===== src/rtl/led_output_driver_pkg.sv =====
// LED output driver shared definitions.
// Mode encodings and board clock constants.
package led_output_driver_pkg;

    typedef enum logic [1:0] {
        LED_OFF   = 2'd0,
        LED_ON    = 2'd1,
        LED_BLINK = 2'd2,
        LED_PWM   = 2'd3
    } led_mode_e;

    localparam int CLOCK_FREQ = 125_000_000;

    // Prescale for a target PWM frequency at CLOCK_FREQ.
    function automatic int tick_count_for(int pwm_hz, int pwm_bits);
        return CLOCK_FREQ / (pwm_hz << pwm_bits);
    endfunction

endpackage


===== src/rtl/led_timebase.sv =====
// LED timebase: prescaler, PWM counter and blink phase.
// Exposes next-state values so outputs can register in step.
module led_timebase #(
    parameter int TICK_COUNT_MAX    = 488,
    parameter int PWM_BITS          = 8,
    parameter int BLINK_PERIODS_MAX = 250
) (
    input  logic                clk,
    input  logic                rst,
    output logic [PWM_BITS-1:0] pwm_nxt,
    output logic                phase_nxt,
    output logic                wrap_evt,
    output logic                period_start
);

    localparam int PS_W = (TICK_COUNT_MAX > 1) ?
                          $clog2(TICK_COUNT_MAX) : 1;
    localparam int BL_W = (BLINK_PERIODS_MAX > 1) ?
                          $clog2(BLINK_PERIODS_MAX) : 1;
    localparam logic [PS_W-1:0] PS_LAST = PS_W'(TICK_COUNT_MAX - 1);
    localparam logic [BL_W-1:0] BL_LAST = BL_W'(BLINK_PERIODS_MAX - 1);

    logic [PS_W-1:0]     presc;
    logic [PS_W-1:0]     presc_nxt;
    logic [PWM_BITS-1:0] pwm_cnt;
    logic [BL_W-1:0]     blink_cnt;
    logic [BL_W-1:0]     blink_nxt;
    logic                blink_phase;
    logic                tick;

    // Next-state for the prescaler, PWM step and blink counters.
    always_comb begin
        tick      = (presc == PS_LAST);
        presc_nxt = tick ? '0 : presc + PS_W'(1);
        pwm_nxt   = tick ? pwm_cnt + PWM_BITS'(1) : pwm_cnt;
        wrap_evt  = tick && (&pwm_cnt);
        blink_nxt = blink_cnt;
        phase_nxt = blink_phase;
        if (wrap_evt) begin
            if (blink_cnt == BL_LAST) begin
                blink_nxt = '0;
                phase_nxt = ~blink_phase;
            end else begin
                blink_nxt = blink_cnt + BL_W'(1);
            end
        end
    end

    // Counter registers; period_start marks pwm_cnt returning to 0.
    always_ff @(posedge clk) begin
        if (rst) begin
            presc        <= '0;
            pwm_cnt      <= '0;
            blink_cnt    <= '0;
            blink_phase  <= 1'b0;
            period_start <= 1'b0;
        end else begin
            presc        <= presc_nxt;
            pwm_cnt      <= pwm_nxt;
            blink_cnt    <= blink_nxt;
            blink_phase  <= phase_nxt;
            period_start <= wrap_evt;
        end
    end

endmodule


===== src/rtl/led_output_driver.sv =====
// LED output driver: off/on/blink/PWM per LED.
// Config writes are staged and applied at PWM period boundaries.
module led_output_driver
    import led_output_driver_pkg::*;
#(
    parameter int WIDTH             = 6,
    parameter int TICK_COUNT_MAX    = 488,
    parameter int PWM_BITS          = 8,
    parameter int BLINK_PERIODS_MAX = 250,
    localparam int IDX_W = (WIDTH > 1) ? $clog2(WIDTH) : 1
) (
    input  logic                clk,
    input  logic                rst,
    input  logic                cfg_valid,
    output logic                cfg_ready,
    input  logic [IDX_W-1:0]    cfg_idx,
    input  logic [1:0]          cfg_mode,
    input  logic [PWM_BITS-1:0] cfg_duty,
    output logic                period_start,
    output logic [WIDTH-1:0]    leds
);

    logic [PWM_BITS-1:0] pwm_nxt;
    logic                phase_nxt;
    logic                wrap_evt;

    logic                pending;
    logic [IDX_W-1:0]    stg_idx;
    led_mode_e           stg_mode;
    logic [PWM_BITS-1:0] stg_duty;

    led_mode_e           mode_q [WIDTH];
    led_mode_e           mode_d [WIDTH];
    logic [PWM_BITS-1:0] duty_q [WIDTH];
    logic [PWM_BITS-1:0] duty_d [WIDTH];
    logic [WIDTH-1:0]    led_d;

    logic accept;
    logic commit;

    led_timebase #(
        .TICK_COUNT_MAX   (TICK_COUNT_MAX),
        .PWM_BITS         (PWM_BITS),
        .BLINK_PERIODS_MAX(BLINK_PERIODS_MAX)
    ) u_timebase (
        .clk         (clk),
        .rst         (rst),
        .pwm_nxt     (pwm_nxt),
        .phase_nxt   (phase_nxt),
        .wrap_evt    (wrap_evt),
        .period_start(period_start)
    );

    assign cfg_ready = !pending;
    assign accept    = cfg_valid && !pending;
    assign commit    = wrap_evt && pending;

    // Apply a committing entry, then pick each LED's next drive level.
    always_comb begin
        led_d = '0;
        for (int i = 0; i < WIDTH; i++) begin
            mode_d[i] = mode_q[i];
            duty_d[i] = duty_q[i];
            if (commit && (stg_idx == IDX_W'(i))) begin
                mode_d[i] = stg_mode;
                duty_d[i] = stg_duty;
            end
            unique case (mode_d[i])
                LED_OFF:   led_d[i] = 1'b0;
                LED_ON:    led_d[i] = 1'b1;
                LED_BLINK: led_d[i] = phase_nxt;
                LED_PWM:   led_d[i] = (pwm_nxt < duty_d[i]);
                default:   led_d[i] = 1'b0;
            endcase
        end
    end

    // Single-entry staging buffer; an accepted entry waits for a wrap.
    always_ff @(posedge clk) begin
        if (rst) begin
            pending  <= 1'b0;
            stg_idx  <= '0;
            stg_mode <= LED_OFF;
            stg_duty <= '0;
        end else if (accept) begin
            pending  <= 1'b1;
            stg_idx  <= cfg_idx;
            stg_mode <= led_mode_e'(cfg_mode);
            stg_duty <= cfg_duty;
        end else if (commit) begin
            pending  <= 1'b0;
        end
    end

    // Per-LED config and the registered LED drive.
    always_ff @(posedge clk) begin
        if (rst) begin
            for (int i = 0; i < WIDTH; i++) begin
                mode_q[i] <= LED_OFF;
                duty_q[i] <= '0;
            end
            leds <= '0;
        end else begin
            for (int i = 0; i < WIDTH; i++) begin
                mode_q[i] <= mode_d[i];
                duty_q[i] <= duty_d[i];
            end
            leds <= led_d;
        end
    end

endmodule


===== config.mk =====
export PLATFORM = sky130hd
export DESIGN_NAME = led_output_driver
export DESIGN_NICKNAME = d
export VERILOG_FILES = /design/src/rtl/led_output_driver_pkg.sv /design/src/rtl/led_timebase.sv /design/src/rtl/led_output_driver.sv
export SDC_FILE = /design/constraint.sdc
export NUM_CORES = 1
export LEC_CHECK = 0
export BUFFER_PORTS_ARGS = -buffer_cell sky130_fd_sc_hd__buf_4
export CAP_MARGIN = 20
export CORE_UTILIZATION = 33
export CTS_BUF_LIST = sky130_fd_sc_hd__clkbuf_2
export DETAILED_ROUTE_END_ITERATION = 10
export PLACE_DENSITY = 0.47
export SKIP_LAST_GASP = 1
export SYNTH_ARGS = -nofsm -noshare
export SYNTH_HDL_FRONTEND = slang
export SYNTH_SLANG_ARGS = --single-unit

===== constraint.sdc =====
create_clock -name clk -period 8.9 [get_ports clk]
set_input_delay 1.335 -clock clk [delete_from_list [all_inputs] [get_ports clk]]
set_output_delay 1.335 -clock clk [all_outputs]
set_load 0.05 [all_outputs]

==> results by group <==
Drt
  • Residual DRC: 0
  • Vias per cell: 5.10
  • Top sig layer: met4
  • WL final: 13,700 um
  • Detail Route Antenna Nets: 0
  • DR pass1 iterations: 4
  • Drt initial violations: 249
  • Vias post-DR: 4,073
  • Average routed wire per standard cell: 17.1 um
  • Metal-1 WL: 6650 um
  • Met3 wire length: 362 um
  • Met2 wire length: 6350 um

Critical path
  • CP arrival: 4.43 ns
  • Crit. End Element: flop
  • Crit-path max FO: 8
  • Critical path startpoint category: flop
  • Crit path required time: 9.48 ns
  • Kind of critical path: reg2reg

Power
  • Pleak: 0.00226 uW
  • Power, Total: 736 uW
  • Worst vdd ir: 55.4 uV
  • PD cells: 129 nW/um2

Global routing
  • Largest net degree at the start of global routing: 94
  • First-pass GRT wire length: 22,100 um
  • Initial antenna violation count: 2
  • Total gr overflow: 0
  • Vias in the first global route: 4,037
  • GR Util All Layers: 0.181

Synth
  • Mean post-synth cell area: 9.26 um2
  • Syn_nets: 628
  • Synthesized area: 5240 um2
  • Syn Inst Count: 566
  • Yosys warnings: 0
  • #FFs+latches synth: 107
  • Number of flops mapped to enable cells by yosys: 0
  • Seq/Total Area, Yosys: 0.409
  • Top FF cell, synth: dfxtp_1
  • Post-synth cell types: 47
  • Synth async-reset ratio: 0

Clock tree
  • Hold_buf cts: 0
  • H-tree levels: 3
  • TritonCTS clock tree: built
  • Setup Fix Bufs, Post-CTS: 0
  • CTS Root Cell: clkbuf_2
  • Clk_lat worst skew: 0.65 ns
  • Number of buffers created by CTS: 9
  • Resize count post-CTS: 0
  • Clk buf depth: 2
  • Clock tree sinks: 107
  • CTS clock-pin slew for the worst setup and hold paths: 0.29 ns

Run status
  • Status: finished, final reports clean

STA
  • RSZ-0062 raised after global routing: no
  • Clock skew: 0.0362 ns
  • Measured slew at the worst slew-check pin: 1.10 ns
  • Post-route minimum period: 3.85 ns
  • FMAX: 0.260 GHz
  • # setup viols final: 0
  • Part of the cycle the worst path needs: 0.433
  • Final Hold Viols: 0
  • Setup_tns: 0 ns
  • Relative slew slack: 0.263
  • Final slew viol count: 0

Place
  • IO Port Bufs: 23
  • DP HPWL: 9460 um
  • Routability-driven placement congestion ratio: 0.789
  • Cell count after placement: 781

Die
  • Initial Utilization: 0.341
  • Core Rows: 45
  • Horiz. Die Dim: 128 um
  • I/O pin count: 24
  • Core area: 15,400 um2
  • Die Ht: 128 um
  • Die ar.: 16,400 um2

Layout
  • Finished Core Util: 0.371
  • Area Overhead vs Synth: 8.93%
  • Fin cells: 799
  • Most frequent cells in the layout: dfxtp_1 (107), nor2_1 (80), mux2i_1 (46), ha_1 (46), nand2_1 (39)
  • Fillers: 1,565
  • Proportion of layout cells with a drive suffix above 1: 0.109
  • Total Nets Final: 645
  • Commonest non-fill, non-tap cell in the layout: dfxtp_1

Flow run
  • Max Cap Viol: 0

Min path
  • Hold Path Class: reg2reg
==> synth_stat cells (2+ instances only) <==
| cell type | n | area [um2] |
|---|---|---|
| a211oi_1 | 3 | 22.5 |
| inv_1 | 7 | 26.3 |
| nand4_1 | 14 | 87.6 |
| a32oi_1 | 2 | 17.5 |
| nand2_1 | 39 | 146 |
| o21a_1 | 6 | 45.0 |
| o21ai_0 | 26 | 130 |
| xor2_1 | 11 | 96.3 |
| buf_4 | 2 | 15.0 |
| a21oi_1 | 31 | 155 |
| or2_2 | 3 | 18.8 |
| nor2_1 | 80 | 300 |
| mux2_2 | 5 | 56.3 |
| nand2b_1 | 3 | 18.8 |
| a221oi_1 | 4 | 35.0 |
| nor2b_1 | 12 | 75.1 |
| nor3_1 | 8 | 40.0 |
| a21o_1 | 8 | 60.1 |
| nand3_1 | 21 | 105 |
| mux2i_1 | 46 | 460 |
| and3_1 | 3 | 18.8 |
| and2_1 | 7 | 43.8 |
| xnor2_1 | 9 | 78.8 |
| a2111oi_0 | 6 | 52.6 |
| a211o_1 | 2 | 17.5 |
| and4_2 | 2 | 20.0 |
| nor4_2 | 4 | 50.1 |
| ha_1 | 46 | 576 |
| a22oi_1 | 7 | 52.6 |
| clkbuf_1 | 15 | 56.3 |
| and4_1 | 2 | 17.5 |
| buf_2 | 5 | 25.0 |
| o21bai_1 | 7 | 52.6 |
| dfxtp_1 | 107 | 2140 |
==> kinds of logic (layout without fill, tap and decap cells) <==
logic type | Yosys count | in the layout | share of synthesized area
AO/OA/AOI/OAI | 106 | 106 | 0.129
XOR/XNOR | 20 | 20 | 0.0334
buffers and inverters | 30 | 51 | 0.0248
adder cells (fa/ha/maj) | 46 | 46 | 0.110
other | 0 | 1 | 0
multiplexers | 51 | 51 | 0.0986
AND/OR/NAND/NOR | 206 | 206 | 0.196
flip-flops | 107 | 107 | 0.409
==> through the flow <==
step / setup WS (ns) / area, um2 / hold WS, ns
floorplan: 5.68 / 5240 / 0.430
global placement: 5.14 / 5600 / 0.445
detailed placement: 5.09 / 5600 / 0.454
CTS: 5.03 / 5690 / 0.504
global route: 4.76 / 5710 / 0.535
finish: 5.05 / 5710 / 0.504
==> final timing paths <==
| kind | startpoint | to | slack, ns | cells past startpoint |
|---|---|---|---|---|
| min reg2reg | u_timebase.presc[0] | u_timebase.presc[0] | 0.50 | 1 |
| max reg2reg | u_timebase.presc[0] | leds[4] | 5.05 | 11 |
| min | u_timebase.presc[0] | u_timebase.presc[0] | 0.50 | 1 |
| max | u_timebase.presc[0] | leds[4] | 5.05 | 11 |
==> power breakdown <==
group | leakage, uW | switching (uW) | total (uW) | internal [uW]
Clock | 0.0000558 | 169 | 205 | 36.1
Sequential | 0.000864 | 13.3 | 500 | 486
Combinational | 0.00134 | 20.8 | 31.6 | 10.8
==> sequential cells by signal, indices dropped and copies added, names as in the netlist <==
| name | flops |
|---|---|
| duty_q | 48 |
| mode_q | 12 |
| u_timebase.presc | 9 |
| stg_duty | 8 |
| u_timebase.blink_cnt | 8 |
| u_timebase.pwm_cnt | 8 |
| leds | 6 |
| stg_idx | 3 |
| stg_mode | 2 |
| pending | 1 |
| u_timebase.blink_phase | 1 |
| u_timebase.period_start | 1 |
==> per-layer routing <==
layer	track usage	up-vias
met5	0	-
met4	0.0734	0
met3	0.0334	25
met2	0.304	61
met1	0.228	1933
li1	-	2054
==> area by class of cell <==
cell class | count | area [um2] | area share
multi-input combinational | 429 | 2970 | 0.520
sequential | 107 | 2140 | 0.375
tap | 211 | 264 | 0.0462
timing repair buffer | 29 | 218 | 0.0381
clock buffer | 9 | 45.0 | 0.00789
clock inverter | 6 | 42.5 | 0.00745
inverter | 7 | 26.3 | 0.00460
antenna | 1 | 2.50 | 0.000438
==> worst max-delay path, cell delays in order (launching register included) <==
cell	delay, ns
dfxtp_1	0.44
ha_1	0.26
and4_2	0.31
nand4_4	0.22
nor4_2	1.00
mux2i_1	0.33
ha_1	0.27
a21o_1	0.16
a21o_1	0.17
a21oi_1	0.23
o21ai_0	0.13
a22oi_1	0.26
No activity file was read; power rests on OpenSTA's default activity.
